## config.mk

```make
export PLATFORM = sky130hd
export DESIGN_NAME = bbox_draw
export DESIGN_NICKNAME = d
export VERILOG_FILES = /design/src/rtl/bbox_draw.sv
export SDC_FILE = /design/constraint.sdc
export NUM_CORES = 1
export LEC_CHECK = 0
export ABC_AREA = 1
export CAP_MARGIN = 5
export CELL_PAD_IN_SITES_DETAIL_PLACEMENT = 2
export CELL_PAD_IN_SITES_GLOBAL_PLACEMENT = 2
export CORE_ASPECT_RATIO = 1.5
export CORE_UTILIZATION = 25
export DETAILED_ROUTE_END_ITERATION = 10
export DONT_BUFFER_PORTS = 1
export PLACE_DENSITY = 0.64
export SETUP_SLACK_MARGIN = 0.15
export SYNTH_ARGS = -nofsm -noshare
export SYNTH_HDL_FRONTEND = slang
export SYNTH_SLANG_ARGS = --single-unit
```

## constraint.sdc

```tcl
create_clock -name clk -period 14.1 [get_ports clk]
set_clock_uncertainty 0.1 [all_clocks]
set_input_delay 1.41 -clock clk [delete_from_list [all_inputs] [get_ports clk]]
set_output_delay 1.41 -clock clk [all_outputs]
set_load 0.02 [all_outputs]
```

## src/rtl/bbox_draw.sv

```systemverilog
// Draws a 1-pixel rectangle outline into column-major RGB pixel memory,
// one 16-bit word per channel, edges in order TOP, BOTTOM, LEFT, RIGHT.
module bbox_draw #(
  parameter int WIDTH  = 100,
  parameter int HEIGHT = 100
) (
  input  logic        clk,
  input  logic        rst_n,
  input  logic        start,
  output logic        done,
  input  logic [10:0] x_min,
  input  logic [10:0] x_max,
  input  logic [10:0] y_min,
  input  logic [10:0] y_max,
  input  logic [15:0] colour_r,
  input  logic [15:0] colour_g,
  input  logic [15:0] colour_b,
  output logic [23:0] addr,
  output logic [15:0] wrdata,
  output logic        wren,
  input  logic        waitrequest
);

  typedef enum logic [2:0] {IDLE, TOP, BOTTOM, LEFT, RIGHT, DONE} state_t;

  localparam logic [10:0] X_LIM = 11'(WIDTH - 1);
  localparam logic [10:0] Y_LIM = 11'(HEIGHT - 1);

  state_t      state, state_nx;
  logic [10:0] x, y, x_nx, y_nx;
  logic [1:0]  c, c_nx;
  logic [10:0] x0, x1, y0, y1, x0_nx, x1_nx, y0_nx, y1_nx;
  logic [15:0] col_r, col_g, col_b, col_r_nx, col_g_nx, col_b_nx;
  logic [10:0] x_min_c, x_max_c, y_min_c, y_max_c;
  logic        accept, has_mid;
  state_t      vert_state;
  logic [23:0] addr_nx;
  logic [15:0] wrdata_nx;
  logic        wren_nx;

  assign x_min_c = (x_min > X_LIM) ? X_LIM : x_min;
  assign x_max_c = (x_max > X_LIM) ? X_LIM : x_max;
  assign y_min_c = (y_min > Y_LIM) ? Y_LIM : y_min;
  assign y_max_c = (y_max > Y_LIM) ? Y_LIM : y_max;

  assign accept = wren && !waitrequest;
  // LEFT/RIGHT cover only the rows strictly between the top and bottom edges
  assign has_mid    = ({1'b0, y1} >= ({1'b0, y0} + 12'd2));
  assign vert_state = has_mid ? LEFT : DONE;

  always_comb begin
    state_nx = state;
    x_nx     = x;
    y_nx     = y;
    c_nx     = c;
    x0_nx    = x0;
    x1_nx    = x1;
    y0_nx    = y0;
    y1_nx    = y1;
    col_r_nx = col_r;
    col_g_nx = col_g;
    col_b_nx = col_b;
    case (state)
      IDLE, DONE: begin
        if (start) begin
          x0_nx    = x_min_c;
          x1_nx    = x_max_c;
          y0_nx    = y_min_c;
          y1_nx    = y_max_c;
          col_r_nx = colour_r;
          col_g_nx = colour_g;
          col_b_nx = colour_b;
          x_nx     = x_min_c;
          y_nx     = y_min_c;
          c_nx     = 2'd0;
          if (x_min_c > x_max_c || y_min_c > y_max_c) state_nx = DONE;
          else state_nx = TOP;
        end
      end
      default: begin
        if (accept) begin
          if (c != 2'd2) begin
            c_nx = c + 2'd1;
          end else begin
            c_nx = 2'd0;
            case (state)
              TOP: begin
                if (x != x1) begin
                  x_nx = x + 11'd1;
                end else if (y1 != y0) begin
                  state_nx = BOTTOM;
                  x_nx     = x0;
                  y_nx     = y1;
                end else begin
                  state_nx = vert_state;
                  x_nx     = x0;
                  y_nx     = y0 + 11'd1;
                end
              end
              BOTTOM: begin
                if (x != x1) begin
                  x_nx = x + 11'd1;
                end else begin
                  state_nx = vert_state;
                  x_nx     = x0;
                  y_nx     = y0 + 11'd1;
                end
              end
              LEFT: begin
                if (y != y1 - 11'd1) begin
                  y_nx = y + 11'd1;
                end else if (x1 != x0) begin
                  state_nx = RIGHT;
                  x_nx     = x1;
                  y_nx     = y0 + 11'd1;
                end else begin
                  state_nx = DONE;
                end
              end
              default: begin
                if (y != y1 - 11'd1) y_nx = y + 11'd1;
                else state_nx = DONE;
              end
            endcase
          end
        end
      end
    endcase
  end

  always_comb begin
    addr_nx = 24'(x_nx) * 24'(HEIGHT * 3) + 24'(y_nx) * 24'd3 + 24'(c_nx);
    case (c_nx)
      2'd0:    wrdata_nx = col_r_nx;
      2'd1:    wrdata_nx = col_g_nx;
      default: wrdata_nx = col_b_nx;
    endcase
    wren_nx = (state_nx == TOP) || (state_nx == BOTTOM) ||
              (state_nx == LEFT) || (state_nx == RIGHT);
  end

  // Outputs are registered from the next-state values so they align with state
  always_ff @(posedge clk or negedge rst_n) begin
    if (!rst_n) begin
      state  <= IDLE;
      x      <= '0;
      y      <= '0;
      c      <= '0;
      x0     <= '0;
      x1     <= '0;
      y0     <= '0;
      y1     <= '0;
      col_r  <= '0;
      col_g  <= '0;
      col_b  <= '0;
      wren   <= 1'b0;
      done   <= 1'b0;
      addr   <= '0;
      wrdata <= '0;
    end else begin
      state  <= state_nx;
      x      <= x_nx;
      y      <= y_nx;
      c      <= c_nx;
      x0     <= x0_nx;
      x1     <= x1_nx;
      y0     <= y0_nx;
      y1     <= y1_nx;
      col_r  <= col_r_nx;
      col_g  <= col_g_nx;
      col_b  <= col_b_nx;
      wren   <= wren_nx;
      done   <= (state_nx == DONE);
      addr   <= addr_nx;
      wrdata <= wrdata_nx;
    end
  end

endmodule

```

; Word-level counts from Yosys, hierarchy flattened
; Index checks and enable logic that the tools add are counted.
[totals]
regBits = 159
inputBits = 96
output_inout_bits = 42
word_cells = 105
[op_classes]
addsub = 8
mul = 2
order_cmp = 7
n_eq_ne = 15
mux = 47
reduce_logical = 11
[op_table]
columns = op, count
row1 = $mux 11, 21
row2 = $mux 16, 6
row3 = $gt 11x7->1 const B, 4
row4 = $ne 11x11->1, 4
row5 = $add 11x1->11 const B, 3
row6 = $mux 3, 11
row7 = $pmux 11 s3, 1
row8 = $pmux 16 s2, 1
row9 = $add 21x2->22, 1
row10 = $gt 11x11->1, 2
row11 = $pmux 11 s2, 1
row12 = $add 20x13->21, 1
row13 = $mul 11x7->18 const B, 1
row14 = $mul 11x2->13 const B, 1
row15 = $add 11x2->12 const B, 1
row16 = $eq 3x2->1 const B, 4
row17 = $ge 11x12->1, 1
row18 = $sub 11x1->11 const B, 1
row19 = $eq 3x3->1 const B, 3
row20 = $pmux 3 s3, 1
row21 = $mux 2, 4
row22 = $eq 3x1->1 const B, 2
row23 = $logic_or 1x1->1, 4
row24 = $reduce_or 2->1, 2
row25 = other kinds (9), 9

; Depth between registers and ports, before layout
[depth]
ltp_word = 13
mapped_depth = 40
mapped_depth_nobuf = 40

; Worst setup path before layout
; OpenSTA, ideal clock, no wires.
[synth_timing]
kind = input-to-reg
from = input waitrequest
to = register addr[15]
setup_time_ns = 0.121
arrival_time_ns = 7.353
required_ns = 13.879
slack_ns = 6.525
path_stages = 28
n_path_buf = 1
cell_sequence = nor2_1 nand2_1 nor2_1 inv_1 nor2_2 clkbuf_1 nand2_1 o31ai_1 inv_1 ha_1 ha_1 inv_1 fa_1 inv_1 fa_1 ha_1 nand2_1 o21ai_0 a21o_1 xor2_1 fa_1 ha_1 nand4_1 or3_1 o2111ai_1 nand2_1 or2_2 xor2_1
[synth_between]
elab_chain_cells = 7
word_cells_on_any_way = 12
cone_classes = add/sub: 2 / mul: 2 / mux: 6 / reduce/logical: 2
[synth_lines]
columns = element, line
row1 = "start, declared", 21  ; input logic waitrequest
row2 = $logic_not 1->1, 46  ; assign accept = wren && !waitrequest;
row3 = $logic_and 1x1->1, 46
row4 = $mux 11, 81  ; if (accept) begin
row5 = $mux 11, 63  ; case (state)
row6 = net x_nx[6], 30  ; logic [10:0] x, y, x_nx, y_nx;
row7 = $mul 11x7->18, 132  ; addr_nx = 24'(x_nx) * 24'(HEIGHT * 3) + 24'(y_nx) * 24'd3 + 24'(c_nx);
row8 = $add 20x13->21, 132
row9 = $add 21x2->22, 132
row10 = net addr_nx[15], 37  ; logic [23:0] addr_nx;
row11 = "end signal, assigned", 174  ; addr <= addr_nx;
row12 = "end, declared", 18  ; output logic [23:0] addr,
; The timed path passes the listed nets, and every way through them passes these cells.
; A chain may end at the register's enable or synchronous reset.

; Worst setup path after layout
[layout_timing]
from = input waitrequest
to = register addr[19]
; Same word-level chain as after synthesis.

==> flow_metrics.tcl <==
set metrics [dict create \
    yosysTopAreaCell "dfrtp_1" \
    vias 11878 \
    clk-insertion-delay-late_ps 460 \
    relSlewSlack_pct 38.96 \
    power.density_nw_per_um2 164.7 \
    syn_area_sq_um 12630 \
    cp-end-kind "flop" \
    cts.path.max_buffers 2 \
    cts.sinks 158 \
    via_per_inst 4.860 \
    nets 1986 \
    grt_pass1_vias 13574 \
    worstPathMaxFanout 23 \
    setup_violations 0 \
    cp.arrival_ps 9350 \
    port_buffers 0 \
    hold_class "flop to flop" \
    htree_num_levels 4 \
    syn-instance-count 1778 \
    vdd_drop_max_uv 101.0 \
    die_w_microns 185.5 \
    hold_viol_final 0 \
    avgSynthCellArea_sq_um 7.103 \
    p_comb_share_pct 49.7 \
    p_sw_uw 1092 \
    grt_pass1_wl_microns 76690 \
    final_layout_size_suffix_gt1_share_pct 4.323 \
    area_growth_pct 10.19 \
    row_count 100 \
    track_usage_pct 19.68 \
    power.leakage_uw 0.007079 \
    cp_common_cell "inv_1" \
    worst_pin_slew_ps 906.0 \
    cts_made_buffers 17 \
    antenna_found_initial 0 \
    cp_slowest_cell "nor2_2" \
    synth.ff_latch_count 158 \
    synthFlopType "dfrtp_1" \
    post-cts-setup-buffer-count 0 \
    grt_max_degree 159 \
    rsz0062_at_grt "no" \
    fin_cells 2444 \
    ctsHoldBuffers 0 \
    crit_type "primary input to flop" \
    totalWireLength_microns 48320 \
    clockPowerShare_pct 21.4 \
    fp.dieArea_sq_um 51440 \
    synth_edf_count 0 \
    io_pins 138 \
    cp_slowest_stage_delay_ps 630 \
    dr.pass1.iters 4 \
    period_minus_slack_ps 9066 \
    critPathLaunchType "primary input" \
    seq_power_share_pct 28.9 \
    root_buffer "clkbuf_16" \
    max_freq_mhz 110.3 \
    p_int_uw 1201 \
    slew_violations 0 \
    synth_top_cell_area_share_pct 31.31 \
    outcome "completed" \
    cts.repair.resized 0 \
    die_y_microns 277.3 \
    detailed_place_hpwl_microns 39240 \
    wl_per_cell_microns 19.77 \
    seq_area_frac_synth_pct 31.31 \
    start_util_pct 25.36 \
    overflow 0 \
    place.gp.congestion 0.8931 \
    cts_tree "yes" \
    yosysWarningCount 0 \
    core_area_sq_um 49800 \
    final_area_sq_um 13910 \
    finalPower_uw 2292 \
    fin_crit_sh_pct 64.30 \
    diodes 0 \
    placedCellCount 2412 \
    dr.first_iter.drc_count 342 \
    crit_required_ps 14380 \
    drtAntennaViolNets 0 \
    synthDistinctLibCells 51 \
    max-cap-violations 0 \
    clk_pin_slew_worst_paths_ps 70 \
    async_flop_share_pct 100.0 \
    placed_area_sq_um 13300 \
    swShare_pct 47.63 \
    setup_tns_ps 0 \
    synthTopCellsByArea "dfrtp_1 (31%), nand2_1 (18%), ha_1 (9.7%)" \
    drc 0 \
]
final timing paths:
path,from,end,slack (ps),cells after the start
max,waitrequest,addr[19]$_DFF_PN0_,5030,31
min,col_r[15]$_DFF_PN0_,col_r[15]$_DFF_PN0_,370,2
max reg2reg,state[2]$_DFF_PN0_,addr[19]$_DFF_PN0_,5190,34
min reg2reg,col_r[15]$_DFF_PN0_,col_r[15]$_DFF_PN0_,370,2
max in group asynchronous,rst_n,y0[10]$_DFFE_PN0P_,12880,0
min in group asynchronous,rst_n,addr[12]$_DFF_PN0_,560,0
worst max-delay path, delay by kind of cell:
family,cells,cell delay (ps)
XOR/XNOR,1,210
adder cells (fa/ha/maj),7,2800
buffers and inverters,6,1190
AND/OR/NAND/NOR,12,2940
AO/OA/AOI/OAI,5,780
cells in the final DEF (no fill, tap or decap), types with 3 or more instances in the layout:
cell type and count:
fa_1 24, o21bai_1 4, nor4_1 5, nand2_1 592, nand3b_1 3, xor2_1 54, a31oi_1 5, o21ai_0 79
o211ai_1 14, a211oi_1 4, buf_4 8, nor2_2 7, or2_2 10, inv_8 5, a21o_1 6, inv_1 209
nor2_1 119, ha_1 98, nand3_1 117, conb_1 19, o21a_1 5, dfrtp_1 158, nor2_4 4, clkbuf_16 17
nor3_1 11, o22ai_1 3, xnor2_1 24, clkinv_8 5, nand4_1 31, o2111ai_1 4, inv_2 3, nand2_2 4
a21oi_1 98, o311ai_0 4
layer usage:
layer	wire length (microns)	part of all wire, %	track usage, %	vias to the layer above
met5	0	0	0	-
met4	2835	5.9	11.78	0
met3	945	2.0	2.153	108
met2	27110	56	38.63	193
met1	17430	36	19.14	5907
li1	-	-	-	5670
through the flow:
| step | util, % | setup WS [ps] | hold slack (ps) |
|---|---|---|---|
| floorplan | - | 6525 | 338.4 |
| global placement | 26.71 | 4981 | 350.7 |
| detailed placement | 26.71 | 4495 | 358.9 |
| CTS | 27.94 | 4980 | 378.7 |
| global route | 27.94 | 4377 | 397.6 |
| finish | 27.94 | 5034 | 373.6 |
sequential cells by signal, indices dropped and copies added (netlist names):
| signal | cells |
|---|---|
| addr | 21 |
| c | 2 |
| col_b | 16 |
| col_g | 16 |
| col_r | 16 |
| done | 1 |
| state | 3 |
| wrdata | 16 |
| wren | 1 |
| x | 11 |
| x0 | 11 |
| x1 | 11 |
| y | 11 |
| y0 | 11 |
| y1 | 11 |
power groups by stage:
| stage | clock network [uW] | logic (uW) | registers (uW) |
|---|---|---|---|
| floorplan | 0 | 860 | 632 |
| global placement | 0 | 1120 | 673 |
| detailed placement | 0 | 1160 | 674 |
| CTS | 513 | 1170 | 666 |
| global route | 522 | 1300 | 672 |
| finish | 491 | 1140 | 663 |
cells by family after synthesis:
group                      share of synthesized area, %
DFF                                               31.31
buffers and inverters                             8.679
xor gates and xnor gates                          5.410
adders and majority gates                         13.51
and+or+nand+nor                                   30.12
other                                           0.05947
AOI/OAI and AO/OA                                 10.91
layout make-up:
type	count	area, sq um
Clock buffer	17	425.4
Timing Repair Buffer	8	60.06
Fill cell	6068	35880
Sequential cell	158	3954
Multi-Input combinational cell	1368	7645
Inverter	215	813.3
Tap cell	663	829.5
Clock inverter	15	187.7
synth_stat cells, types with 3 or more instances:
library cell	count
a211oi_1	4
a21o_1	6
a21oi_1	98
a31oi_1	5
buf_1	4
buf_2	20
buf_4	6
buf_6	4
clkbuf_1	17
clkbuf_2	3
dfrtp_1	158
fa_1	24
ha_1	98
inv_1	209
inv_2	4
nand2_1	592
nand2_2	4
nand3_1	117
nand3b_1	3
nand4_1	31
nor2_1	120
nor2_2	6
nor2_4	4
nor3_1	11
nor4_1	5
o2111ai_1	4
o211ai_1	14
o21a_1	5
o21ai_0	79
o21bai_1	4
o22ai_1	3
o311ai_0	4
or2_2	10
xnor2_1	24
xor2_1	54
(Power assumes the default switching activity.)
